==> src/rtl/acc_pkg.sv <==
// Shared AXI encodings and the memory-master FSM state type for the conv accelerator.
package acc_pkg;

   localparam logic [1:0] AXI_BURST_INCR = 2'b01;
   localparam logic [1:0] AXI_RESP_OKAY  = 2'b00;

   typedef enum logic [1:0] {
      ST_IDLE  = 2'd0,
      ST_RUN   = 2'd1,
      ST_DRAIN = 2'd2
   } rmst_state_e;

endpackage

==> src/rtl/rd_burst_master.sv <==
// AXI4 read master: fetches DATA_NUM beats as INCR bursts and streams them to the loop buffer.
// The AR issuer/FSM and the R tracker share the outstanding-burst counter.
module rd_burst_master
   import acc_pkg::*;
#(
   parameter int DATA_WIDTH      = 512,
   parameter int ADDR_WIDTH      = 64,
   parameter int DATA_NUM        = 64,
   parameter int BURST_LEN       = 16,
   parameter int MAX_OUTSTANDING = 4
) (
   input  logic                  clk,
   input  logic                  rst_n,
   input  logic                  req,
   input  logic [ADDR_WIDTH-1:0] addr,
   input  logic                  clear,
   output logic                  done,
   output logic                  busy,
   output logic                  err,
   output logic                  m_axi_arvalid,
   input  logic                  m_axi_arready,
   output logic [ADDR_WIDTH-1:0] m_axi_araddr,
   output logic [7:0]            m_axi_arlen,
   output logic [2:0]            m_axi_arsize,
   output logic [1:0]            m_axi_arburst,
   input  logic                  m_axi_rvalid,
   output logic                  m_axi_rready,
   input  logic [DATA_WIDTH-1:0] m_axi_rdata,
   input  logic [1:0]            m_axi_rresp,
   input  logic                  m_axi_rlast,
   output logic [DATA_WIDTH-1:0] tdata,
   output logic                  valid,
   input  logic                  ready
);

   localparam int BYTES       = DATA_WIDTH / 8;
   localparam int NUM_BURSTS  = DATA_NUM / BURST_LEN;
   localparam int BURST_BYTES = BURST_LEN * BYTES;
   localparam int ARC_W       = $clog2(NUM_BURSTS + 1);
   localparam int OUT_W       = $clog2(MAX_OUTSTANDING + 1);
   localparam int BEAT_W      = $clog2(DATA_NUM + 1);

   localparam logic [ARC_W-1:0]  NUM_BURSTS_C = ARC_W'(NUM_BURSTS);
   localparam logic [OUT_W-1:0]  MAX_OUT_C    = OUT_W'(MAX_OUTSTANDING);
   localparam logic [BEAT_W-1:0] LAST_BEAT_C  = BEAT_W'(DATA_NUM - 1);
   localparam logic [7:0]        BURST_END_C  = 8'(BURST_LEN - 1);

   rmst_state_e           state;
   logic [ADDR_WIDTH-1:0] base;
   logic [ADDR_WIDTH-1:0] burst_addr;
   logic [ARC_W-1:0]      ar_cnt;
   logic [ARC_W-1:0]      ar_cnt_nx;
   logic [OUT_W-1:0]      outstanding;
   logic [OUT_W-1:0]      out_nx;
   logic [BEAT_W-1:0]     beat_cnt;
   logic [7:0]            burst_beat;
   logic                  start;
   logic                  ar_hs;
   logic                  ar_hold;
   logic                  ar_more;
   logic                  r_hs;
   logic                  r_last_hs;
   logic                  last_beat;

   assign m_axi_arlen   = BURST_END_C;
   assign m_axi_arsize  = 3'($clog2(BYTES));
   assign m_axi_arburst = AXI_BURST_INCR;

   assign start     = (state == ST_IDLE) && req;
   assign ar_hs     = m_axi_arvalid && m_axi_arready;
   assign ar_hold   = m_axi_arvalid && !m_axi_arready;
   assign r_hs      = m_axi_rvalid && m_axi_rready;
   assign r_last_hs = r_hs && m_axi_rlast;
   assign ar_cnt_nx = ar_cnt + ARC_W'(ar_hs);
   assign ar_more   = (ar_cnt_nx < NUM_BURSTS_C) && (out_nx < MAX_OUT_C);
   assign last_beat = (state == ST_RUN) && r_hs && (beat_cnt == LAST_BEAT_C);

   // Address of the next burst to issue, accounting for a handshake this cycle
   assign burst_addr = base + ADDR_WIDTH'(ar_cnt_nx) * ADDR_WIDTH'(BURST_BYTES);

   always_comb begin
      out_nx = outstanding;
      if (ar_hs && !r_last_hs) begin
         out_nx = outstanding + OUT_W'(1);
      end else if (!ar_hs && r_last_hs && (outstanding != '0)) begin
         out_nx = outstanding - OUT_W'(1);
      end
   end

   // Stream side is a pass-through while running; drained beats are swallowed
   always_comb begin
      tdata        = m_axi_rdata;
      valid        = 1'b0;
      m_axi_rready = 1'b0;
      case (state)
         ST_RUN: begin
            valid        = m_axi_rvalid;
            m_axi_rready = ready;
         end
         ST_DRAIN: begin
            m_axi_rready = 1'b1;
         end
         default: begin
            valid        = 1'b0;
            m_axi_rready = 1'b0;
         end
      endcase
   end

   always_ff @(posedge clk or negedge rst_n) begin
      if (!rst_n) begin
         state         <= ST_IDLE;
         base          <= '0;
         ar_cnt        <= '0;
         outstanding   <= '0;
         m_axi_arvalid <= 1'b0;
         m_axi_araddr  <= '0;
         done          <= 1'b0;
         busy          <= 1'b0;
      end else begin
         done        <= 1'b0;
         ar_cnt      <= ar_cnt_nx;
         outstanding <= out_nx;
         case (state)
            ST_IDLE: begin
               if (req) begin
                  base          <= addr;
                  ar_cnt        <= '0;
                  m_axi_araddr  <= addr;
                  m_axi_arvalid <= 1'b1;
                  busy          <= 1'b1;
                  state         <= ST_RUN;
               end
            end
            ST_RUN: begin
               if (clear) begin
                  // An issued AR cannot be withdrawn; let it finish, then drain its data
                  if (!ar_hold) begin
                     m_axi_arvalid <= 1'b0;
                  end
                  if ((outstanding == '0) && !m_axi_arvalid) begin
                     busy  <= 1'b0;
                     state <= ST_IDLE;
                  end else begin
                     state <= ST_DRAIN;
                  end
               end else if (last_beat) begin
                  m_axi_arvalid <= 1'b0;
                  done          <= 1'b1;
                  busy          <= 1'b0;
                  state         <= ST_IDLE;
               end else if (!ar_hold) begin
                  m_axi_arvalid <= ar_more;
                  if (ar_more) begin
                     m_axi_araddr <= burst_addr;
                  end
               end
            end
            ST_DRAIN: begin
               if (!ar_hold) begin
                  m_axi_arvalid <= 1'b0;
               end
               if ((out_nx == '0) && !ar_hold) begin
                  busy  <= 1'b0;
                  state <= ST_IDLE;
               end
            end
            default: begin
               m_axi_arvalid <= 1'b0;
               busy          <= 1'b0;
               state         <= ST_IDLE;
            end
         endcase
      end
   end

   always_ff @(posedge clk or negedge rst_n) begin
      if (!rst_n) begin
         beat_cnt   <= '0;
         burst_beat <= '0;
         err        <= 1'b0;
      end else if (start) begin
         beat_cnt   <= '0;
         burst_beat <= '0;
         err        <= 1'b0;
      end else if (r_hs) begin
         if (state == ST_RUN) begin
            beat_cnt <= beat_cnt + BEAT_W'(1);
         end
         burst_beat <= m_axi_rlast ? 8'd0 : burst_beat + 8'd1;
         // Errors are flagged but the data still flows to the buffer
         if ((m_axi_rresp != AXI_RESP_OKAY) ||
             (m_axi_rlast && (burst_beat != BURST_END_C))) begin
            err <= 1'b1;
         end
      end
   end

endmodule

==> config.mk <==
export PLATFORM = sky130hd
export DESIGN_NAME = rd_burst_master
export DESIGN_NICKNAME = d
export VERILOG_FILES = /design/src/rtl/acc_pkg.sv /design/src/rtl/rd_burst_master.sv
export SDC_FILE = /design/constraint.sdc
export NUM_CORES = 1
export LEC_CHECK = 0
export CAP_MARGIN = 20
export CORE_AREA = 2 2 459 461
export DETAILED_ROUTE_END_ITERATION = 8
export DIE_AREA = 0 0 461 463
export PLACE_DENSITY = 0.35
export SYNTH_ARGS = -nofsm -noshare
export SYNTH_HDL_FRONTEND = slang
export SYNTH_SLANG_ARGS = --single-unit
==> constraint.sdc <==
create_clock -name clk -period 4.15 [get_ports clk]
set_input_delay 0.83 -clock clk [delete_from_list [all_inputs] [get_ports clk]]
set_output_delay 0.83 -clock clk [all_outputs]
set_load 0.005 [all_outputs]
==> results.yml, run 1 <==
global_routing:
  grt_max_degree: 72
  grt_pass1_wl_um: 111000
  grt_overflow: 0
  grt_pass1_vias: 8582
  track_usage_pct: 8.30
  antenna_found_initial: 16
synth:
  yosys.area.top_type: "buf_4"
  yosys-top-cells-area: "buf_4 (31%), dfrtp_1 (31%), mux2_4 (7.1%), nand2_1 (6.6%), nor2_1 (2.5%)"
  syn_area_um2: 12700
  yosys-top-cells-count: "buf_4 (526), nand2_1 (224), dfrtp_1 (155), nor2_1 (83), mux2_4 (60)"
  yosysMostFrequentCell: "buf_4"
  seq_area_frac_synth_pct: 30.6
  ys_async_sr_fraction_pct: 100
  syn_inst: 1461
  synth_top_area_share_pct: 31.2
  syn_area_per_cell_um2: 8.67
  synth-edff-count: 0
  post_synth_num_cell_types: 65
  yosysWarnings: 0
  synthFlopType: "dfrtp_1"
  ys_ff_latch: 155
pwr:
  swShare_pct: 42.7
  pwr-share-seq_pct: 29.7
  peakVddDrop_mv: 0.349
  cell_internal_pwr_mw: 5.63
  powerDensity_nw_per_um2: 672
  switching_power_mw: 4.19
  pwr-share-comb_pct: 51.5
  clkPwrFrac_pct: 18.9
  p_leak_nw: 5.06
critical_path:
  arrival_ns: 4.35
  worstPathCellList: "clkdlybuf4s50_1 -> nand2_2 -> clkinv_1 -> ha_1 -> ha_1 -> xor2_1 -> ha_1 -> buf_4 -> nand3_1 -> a21oi_1 -> buf_4 -> nand4_1 -> buf_4 -> or3_1 -> a31oi_1 -> mux2_2"
  crit_path_start_kind: "input pin"
  slowest_delay_ns: 0.47
  end_kind: "flop"
  slowest_stage: "clkdlybuf4s50_1"
  required_ns: 4.61
  crit_fanout: 7
  critPathKind: "input pin to flop"
floorplan:
  die_h_um: 463
  pin_count: 1181
  fp.dieW_um: 461
  die_area_um2: 213000
  rows: 168
  start_util_pct: 6.08
  core_area_um2: 209000
routing:
  drc: 0
  viasPerCell: 2.15
  post_drt_wl_per_cell_um: 23.0
  ant_nets: 0
  wl_um: 90500
  dr.pass1.iters: 4
  vias: 8463
  drtIter0Drc: 494
sta:
  tns_ns: 0
  slew_violations: 0
  max_freq_mhz: 257
  fin_crit_sh_pct: 93.7
  finalHoldViolCount: 0
  slew_headroom_pct: 48.6
  finalSetupViolCount: 0
  clock_skew_ns: 0.0239
  whs_ns: 0.292
  fin_crit_ns: 3.89
  tightestPinTransition_ns: 0.766
  rsz0062_at_grt: "false"
finish:
  area_growth_pct: 15.3
  fin_cells: 3931
  final_area_um2: 14600
  n_fill_cell: 24500
  nNetsFinal: 1708
  drive_gt1_share_pct: 15.5
clock_tree:
  cts-hold-fix-buffers: 0
  clkLatencyLatePin_ns: 0.52
  cts_buffers: 17
  cts.clk_slew.worst_paths_ns: 0.10
  cts_tree: "yes"
  cts_num_sinks: 155
  htreeDepth: 4
  cts-root-buf: "clkbuf_16"
  cts_setup_buffers: 0
  cts_resized: 0
  clockBufferDepth: 2
min_path:
  min_path_type: "input pin to asynchronous set/reset pin"
placed_design:
  portBuffers: 143
  place.gp.congestion: 0.716
  placed_cell_area_um2: 14000
  hpwl_um: 77500
  dp_cells: 3893
job:
  cap_violations: 0
run_status:
  status: "finished, final reports clean"
[power by group through the flow]
stage,clock network [mW],registers [mW],logic [mW]
2_1_floorplan,0,2.71,3.36
3_3_place_gp,0,2.97,5.33
3_5_place_dp,0,2.96,5.32
4_1_cts,2.00,2.95,5.35
5_1_grt,2.02,3.05,5.64
6_report,1.85,2.92,5.06
[cell families (layout without fill, tap and decap cells)]
family	Yosys count	count (layout)	synth area share, %
other	2	19	0.0593
AND/OR/NAND/NOR	446	446	15.8
flip-flops	155	155	30.6
multiplexers	80	80	8.87
AO/OA/AOI/OAI	139	139	7.19
buffers and inverters	591	239	33.6
adder cells (fa/ha/maj)	15	15	1.54
XOR/XNOR	33	33	2.28
[cell type report]
| type | instances | area [um2] | share of cell area, % |
|---|---|---|---|
| Antenna cell | 6 | 15.0 | 0.103 |
| Clock buffer | 17 | 425 | 2.91 |
| Clock inverter | 15 | 211 | 1.45 |
| Inverter | 17 | 63.8 | 0.437 |
| Multi-Input combinational cell | 726 | 4610 | 31.5 |
| Sequential cell | 155 | 3880 | 26.5 |
| Tap cell | 2805 | 3510 | 24.0 |
| Timing Repair Buffer | 190 | 1900 | 13.0 |
[path summary, 6_finish.rpt]
path	slack [ns]	endpoint	from	depth (start not counted)
max	0.26	m_axi_araddr[47]$_DFFE_PN0P_	m_axi_arready	16
min	0.29	base[27]$_DFFE_PN0P_	rst_n	1
max reg2reg	0.69	m_axi_araddr[47]$_DFFE_PN0P_	m_axi_arvalid$_DFFE_PN0P_	15
min reg2reg	0.48	base[4]$_DFFE_PN0P_	base[4]$_DFFE_PN0P_	2
max in group asynchronous	2.84	base[12]$_DFFE_PN0P_	rst_n	2
min in group clk	0.48	base[4]$_DFFE_PN0P_	base[4]$_DFFE_PN0P_	2
[worst max-delay path, delay by kind of cell]
| kind | cells | cell delay, ns |
|---|---|---|
| compound gates | 2 | 0.47 |
| xor+xnor | 1 | 0.18 |
| fa+ha+maj | 3 | 0.90 |
| buf+inv | 5 | 1.12 |
| mux | 1 | 0.16 |
| simple gates | 4 | 0.66 |
[cells in the final DEF, fill, tap and decap left out, types with 8 or more instances in the layout]
cell type        netlist  final
a21oi_1               53     51
a31oi_1               16     16
and2_1                10      9
and3_1                 8      8
buf_12                 0      9
buf_4                526     38
clkbuf_16              0     17
clkdlybuf4s50_1        0    142
conb_1                 2     13
dfrtp_1              155    155
ha_1                  14     13
inv_1                 16     16
mux2_2                18     18
mux2_4                60     60
nand2_1              224    223
nand3_1               30     30
nand4_1               23     23
nor2_1                83     83
nor3_1                16     15
o21ai_0               20     20
or3_1                 14     14
xnor2_1               11     11
xor2_1                22     22
[metal layers]
layer	vias up	global-route usage [%]	part of all wire, %
met5	-	0.837	0.27
li1	3605	-	-
met3	351	9.47	25
met4	8	5.38	6.3
met1	3764	5.51	23
met2	735	13.0	45
[metrics by stage]
stage          total power [mW]  util, %  setup WS (ns)
2_1_floorplan              6.06        -          0.661
3_3_place_gp               8.30     6.70         -0.316
3_5_place_dp               8.29     6.70         -0.356
4_1_cts                    10.3     7.00          0.229
5_1_grt                    10.7     7.00         0.0655
6_report                   9.83     7.01          0.261
[sequential cells by signal (all words and copies together) (netlist names)]
signal and flops:
state 2, m_axi_araddr 64, outstanding 3, done 1
busy 1, base 64, m_axi_arvalid 1, err 1
beat_cnt 7, burst_beat 8, ar_cnt 3
(Power assumes the default switching activity.)
==> inputs of run 2 (changes only) <==
- SETUP_SLACK_MARGIN: default -> 0.1
==> run 2 against run 1 <==
Against the previous run: combinational power is essentially flat; maximum frequency grew 1.9%; clock power is essentially flat; first-iteration DRC count shrank 1.4%; critical path depth shrank 1; power is essentially flat; setup slack gained 0.074 ns; critical path type unchanged; highest routed layer unchanged.
==> results.yml, run 2 (same netlist as run 1, synthesis figures left out) <==
floorplan:
  core_area_um2: 209000
  die_area_um2: 213000
  start_util_pct: 6.08
  die_h_um: 463
  rows: 168
  pin_count: 1181
  fp.dieW_um: 461
placed_design:
  placed_cell_area_um2: 14000
  dp_cells: 3893
  portBuffers: 143
  place.gp.congestion: 0.716
  dp_slack_ns: -0.356
  hpwl_um: 77500
clock_tree:
  cts_tree: "yes"
  cts-hold-fix-buffers: 0
  clkLatencyLatePin_ns: 0.52
  cts_num_sinks: 155
  cts-root-buf: "clkbuf_16"
  cts.clk_slew.worst_paths_ns: 0.10
  htreeDepth: 4
  cts_buffers: 17
  cts_resized: 0
  clockBufferDepth: 2
  cts_setup_buffers: 0
pwr:
  peakVddDrop_mv: 0.349
  p_leak_nw: 5.06
  powerDensity_nw_per_um2: 672
sta:
  fin_crit_ns: 3.82
  slew_headroom_pct: 48.6
  finalHoldViolCount: 0
  whs_ns: 0.292
  rsz0062_at_grt: "false"
  max_freq_mhz: 262
  fin_crit_sh_pct: 91.9
  timing.final.ws_setup_ns: 0.335
  clock_skew_ns: 0.0239
  tightestPinTransition_ns: 0.766
  finalSetupViolCount: 0
  slew_violations: 0
routing:
  drc: 0
  post_drt_wl_per_cell_um: 23.0
  ant_nets: 0
  dr.pass1.iters: 5
  vias: 8478
  viasPerCell: 2.16
  wl_um: 90500
  drtIter0Drc: 487
global_routing:
  antenna_found_initial: 16
  gr-usage-met3_pct: 9.47
  busiest_layer: "met2"
  track_usage_pct: 8.30
  grt_pass1_vias: 8582
  gr-usage-met2_pct: 13.0
  grt_overflow: 0
  met1_usage_pct: 5.51
  grt_max_degree: 72
  grt_pass1_wl_um: 111000
finish:
  fin_util_pct: 7.01
  final_area_um2: 14600
  fin_cells: 3931
  final_cell_mix: "nand2_1 (223), dfrtp_1 (155), clkdlybuf4s50_1 (142), nor2_1 (83), mux2_4 (60)"
  final_common_cell: "nand2_1"
  area_growth_pct: 15.4
  nNetsFinal: 1708
  top_regs: "base (64), m_axi_araddr (64), burst_beat (8)"
  n_fill_cell: 24500
  drive_gt1_share_pct: 15.6
critical_path:
  crit_path_start_kind: "input pin"
  critPathKind: "input pin to flop"
  worstRegToRegCells: 14
  r2r_end: "m_axi_araddr[51]$_DFFE_PN0P_"
  crit_fanout: 6
  arrival_ns: 4.22
  r2r_slack_ns: 0.76
  r2r-start: "m_axi_arvalid$_DFFE_PN0P_"
  end_kind: "flop"
  required_ns: 4.55
min_path:
  min_path_type: "input pin to asynchronous set/reset pin"
job:
  cap_violations: 0
run_status:
  status: "finished, final reports clean"
run 2: cell counts in the layout (fill, tap and decap cells not counted):
Identical to the previous run, type by type.
run 2: power by group:
group | leakage (nW) | internal, mW | switching [mW]
registers | 1.91 | 2.21 | 0.704
logic | 2.85 | 2.58 | 2.48
clock network | 0.305 | 0.839 | 1.01
total | 5.06 | 5.63 | 4.19
run 2: per-layer routing:
| layer | vias up | share of wire, % | wire, um |
|---|---|---|---|
| met5 | - | 0.27 | 245 |
| met4 | 8 | 6.3 | 5690 |
| met3 | 351 | 25 | 22600 |
| met2 | 737 | 45 | 41100 |
| met1 | 3773 | 23 | 20800 |
| li1 | 3609 | - | - |
run 2: cell type report:
class                   instances  area, um2  share of cell area (%)
multi-input cells             726       4610                    31.6
flip-flops and latches        155       3880                    26.5
well taps                    2805       3510                    24.0
repair buffers                190       1900                    13.0
clock buffers                  17        425                    2.91
clock inverters                15        211                    1.45
inverters                      17       63.8                   0.436
diodes                          6       15.0                   0.103
run 2: per-stage QoR:
step,setup TNS [ns],power [mW]
3_5_place_dp,-5.82,8.29
6_report,0,9.83
3_3_place_gp,-5.14,8.30
4_1_cts,0,10.3
2_1_floorplan,0,6.06
5_1_grt,0,10.7
run 2: worst max-delay path, cell delays in order:
cell and delay [ns]:
clkdlybuf4s50_1 0.47, nand2_2 0.10, clkinv_1 0.10, ha_1 0.33, ha_1 0.25, xor2_1 0.18
ha_1 0.32, buf_4 0.14, nand3_1 0.13, a21oi_2 0.24, nand3_1 0.14, buf_4 0.18
o21ba_2 0.20, a2111o_1 0.33, mux2_4 0.26
run 2: worst max path at each step:
stage,to,slack [ns],from
4_1_cts,m_axi_araddr[51]$_DFFE_PN0P_,0.23,m_axi_arready
5_1_grt,m_axi_araddr[47]$_DFFE_PN0P_,0.17,m_axi_arready
3_5_place_dp,m_axi_araddr[51]$_DFFE_PN0P_,-0.36,m_axi_arready
3_3_place_gp,m_axi_araddr[49]$_DFFE_PN0P_,-0.32,m_axi_arready
6_report,m_axi_araddr[51]$_DFFE_PN0P_,0.33,m_axi_arready
2_1_floorplan,m_axi_araddr[47]$_DFFE_PN0P_,0.66,m_axi_arready
==> inputs of run 3 (changes only) <==
- GPL_TIMING_DRIVEN: default -> 0
- PLACE_DENSITY: 0.35 -> default
==> run 3 against run 2 <==
Against the previous run: routed wire length grew 12%; clock skew shrank 0.00098 ns; die area did not move; final cell count increased by 27%; clock power down 10%; utilization up 4.4 points; combinational power up 25%; clock-buffer cell count unchanged; sequential cell count unchanged; global-route usage grew 0.78 points; first-iteration DRC count is 72% higher; critical endpoint is now valid; largest power group unchanged; highest routed layer unchanged.
==> results.yml, run 3 (same netlist as run 1, synthesis figures left out) <==
routing:
  wl_met3_um: 16000
  dr.pass1.iters: 5
  drtIter0Drc: 838
  routed.top_layer: "met5"
  post_drt_wl_per_cell_um: 20.3
  viasPerCell: 2.59
  met2_length_um: 50300
  wl_um: 102000
  drc: 0
  wl_met1_um: 30900
  vias: 13000
  ant_nets: 0
sta:
  finalHoldViolCount: 0
  fin_crit_ns: 3.85
  finalSetupViolCount: 0
  rsz0062_at_grt: "false"
  slew_headroom_pct: 33.3
  tns_ns: 0
  whs_ns: 0.303
  tightestPinTransition_ns: 1.00
  slew_violations: 0
  max_freq_mhz: 259
  clock_skew_ns: 0.0229
  fin_crit_sh_pct: 92.9
clock_tree:
  cts-root-buf: "clkbuf_16"
  clkLatencyLatePin_ns: 0.50
  clockBufferDepth: 2
  cts-hold-fix-buffers: 0
  cts_buffers: 17
  cts_tree: "yes"
  htreeDepth: 4
  cts.clk_slew.worst_paths_ns: 0.08
  cts_num_sinks: 155
critical_path:
  end_kind: "output pin"
  critPathKind: "flop to output pin"
  worstPathCellList: "inv_1 -> ha_2 -> clkbuf_8 -> clkbuf_2 -> clkbuf_4 -> buf_2 -> and2_1 -> clkdlybuf4s50_1"
  crit_fanout: 10
  crit_path_start_kind: "flop"
  required_ns: 3.32
  cpLargestDelayFamily: "buffers and inverters"
  arrival_ns: 3.02
  slowest_delay_ns: 0.52
  slowest_stage: "clkdlybuf4s50_1"
  timing.critical_path.buf_inv: 6
pwr:
  peakVddDrop_mv: 0.341
  switching_power_mw: 4.49
  swShare_pct: 41.3
  p_leak_nw: 9.53
  pwr-share-comb_pct: 58.3
  powerDensity_nw_per_um2: 458
  clkPwrFrac_pct: 15.3
  cell_internal_pwr_mw: 6.38
  pwr-share-seq_pct: 26.5
floorplan:
  core_area_um2: 209000
  pin_count: 1181
  fp.dieW_um: 461
  start_util_pct: 6.08
  rows: 168
  die_h_um: 463
  die_area_um2: 213000
finish:
  top_regs: "base (64), m_axi_araddr (64), burst_beat (8)"
  final_cell_mix: "clkdlybuf4s50_1 (653), buf_4 (531), nand2_1 (223), dfrtp_1 (155), nor2_1 (83)"
  drive_gt1_share_pct: 31.6
  final_common_cell: "clkdlybuf4s50_1"
  fin_cells: 5005
  final_area_um2: 23800
  area_growth_pct: 87.4
  n_fill_cell: 23800
  nNetsFinal: 2760
  fin_util_pct: 11.4
global_routing:
  grt_pass1_vias: 13000
  grt_max_degree: 86
  grt_overflow: 0
  track_usage_pct: 9.08
  grt_pass1_wl_um: 126000
  antenna_found_initial: 77
placed_design:
  hpwl_um: 92300
  placed_cell_area_um2: 22900
  portBuffers: 655
  place.gp.congestion: 0.899
  dp_cells: 4941
min_path:
  min_path_type: "input pin to asynchronous set/reset pin"
run_status:
  status: "finished, final reports clean"
job:
  cap_violations: 0
## run 3: changes by cell type in the layout (fill, tap and decap cells not counted), sizes merged
| cell | before | now |
|---|---|---|
| clkdlybuf4s50 | 142 | 653 |
| diode | 6 | 28 |
| buf | 47 | 551 |
| inv | 24 | 25 |
| clkinv | 8 | 6 |
| dlygate4sd2 | 0 | 1 |
| clkbuf | 18 | 54 |
| clkinvlp | 0 | 1 |
## run 3: final cells by class
cell class,instances,area (um2),share of cell area [%]
flip-flops and latches,155,3880,16.3
clock buffers,17,425,1.79
diodes,28,70.1,0.295
multi-input cells,726,4650,19.6
plain buffers,574,4230,17.8
repair buffers,668,6750,28.4
inverters,17,65.1,0.274
clock inverters,15,168,0.706
well taps,2805,3510,14.8
## run 3: what timing repair did
item                                    in CTS  in global routing
pin swaps                                    4                  0
endpoints found under the setup margin      48                  1
resized for setup                           28                  4
gates cloned                                 0                  0
buffers inserted                             4                  0
## run 3: worst paths after layout
check | start | end | slack (ns) | cells after the start
setup reg to reg | m_axi_arvalid$_DFFE_PN0P_ | m_axi_araddr[59]$_DFFE_PN0P_ | 0.49 | 13
max in group asynchronous | rst_n | beat_cnt[3]$_DFFE_PN0P_ | 2.84 | 2
hold reg to reg | base[8]$_DFFE_PN0P_ | base[8]$_DFFE_PN0P_ | 0.48 | 2
min in group clk | base[8]$_DFFE_PN0P_ | base[8]$_DFFE_PN0P_ | 0.48 | 2
hold / removal | rst_n | m_axi_araddr[29]$_DFFE_PN0P_ | 0.30 | 1
setup / recovery | state[1]$_DFFE_PN0P_ | valid | 0.30 | 8
## run 3: power by group through the flow
stage | clock (mW) | sequential (mW) | combinational [mW]
finish | 1.66 | 2.88 | 6.33
global route | 1.76 | 2.97 | 6.82
CTS | 1.71 | 2.87 | 6.50
detailed placement | 0 | 2.89 | 6.33
global placement | 0 | 2.87 | 6.16
floorplan | 0 | 2.71 | 3.36
## run 3: through the flow
| stage | worst slack, ns | total power, mW |
|---|---|---|
| 6_report | 0.296 | 10.9 |
| 5_1_grt | 0.140 | 11.6 |
| 4_1_cts | 0.0998 | 11.1 |
| 3_5_place_dp | -1.42 | 9.22 |
| 3_3_place_gp | -5.05 | 9.03 |
| 2_1_floorplan | 0.661 | 6.06 |
## run 3: per-layer routing
layer  GRT usage (%)  vias to the layer above
met5               0                        -
met4            4.23                       60
met3            6.10                      142
met2            15.9                      952
met1            7.91                     6087
li1                -                     5731
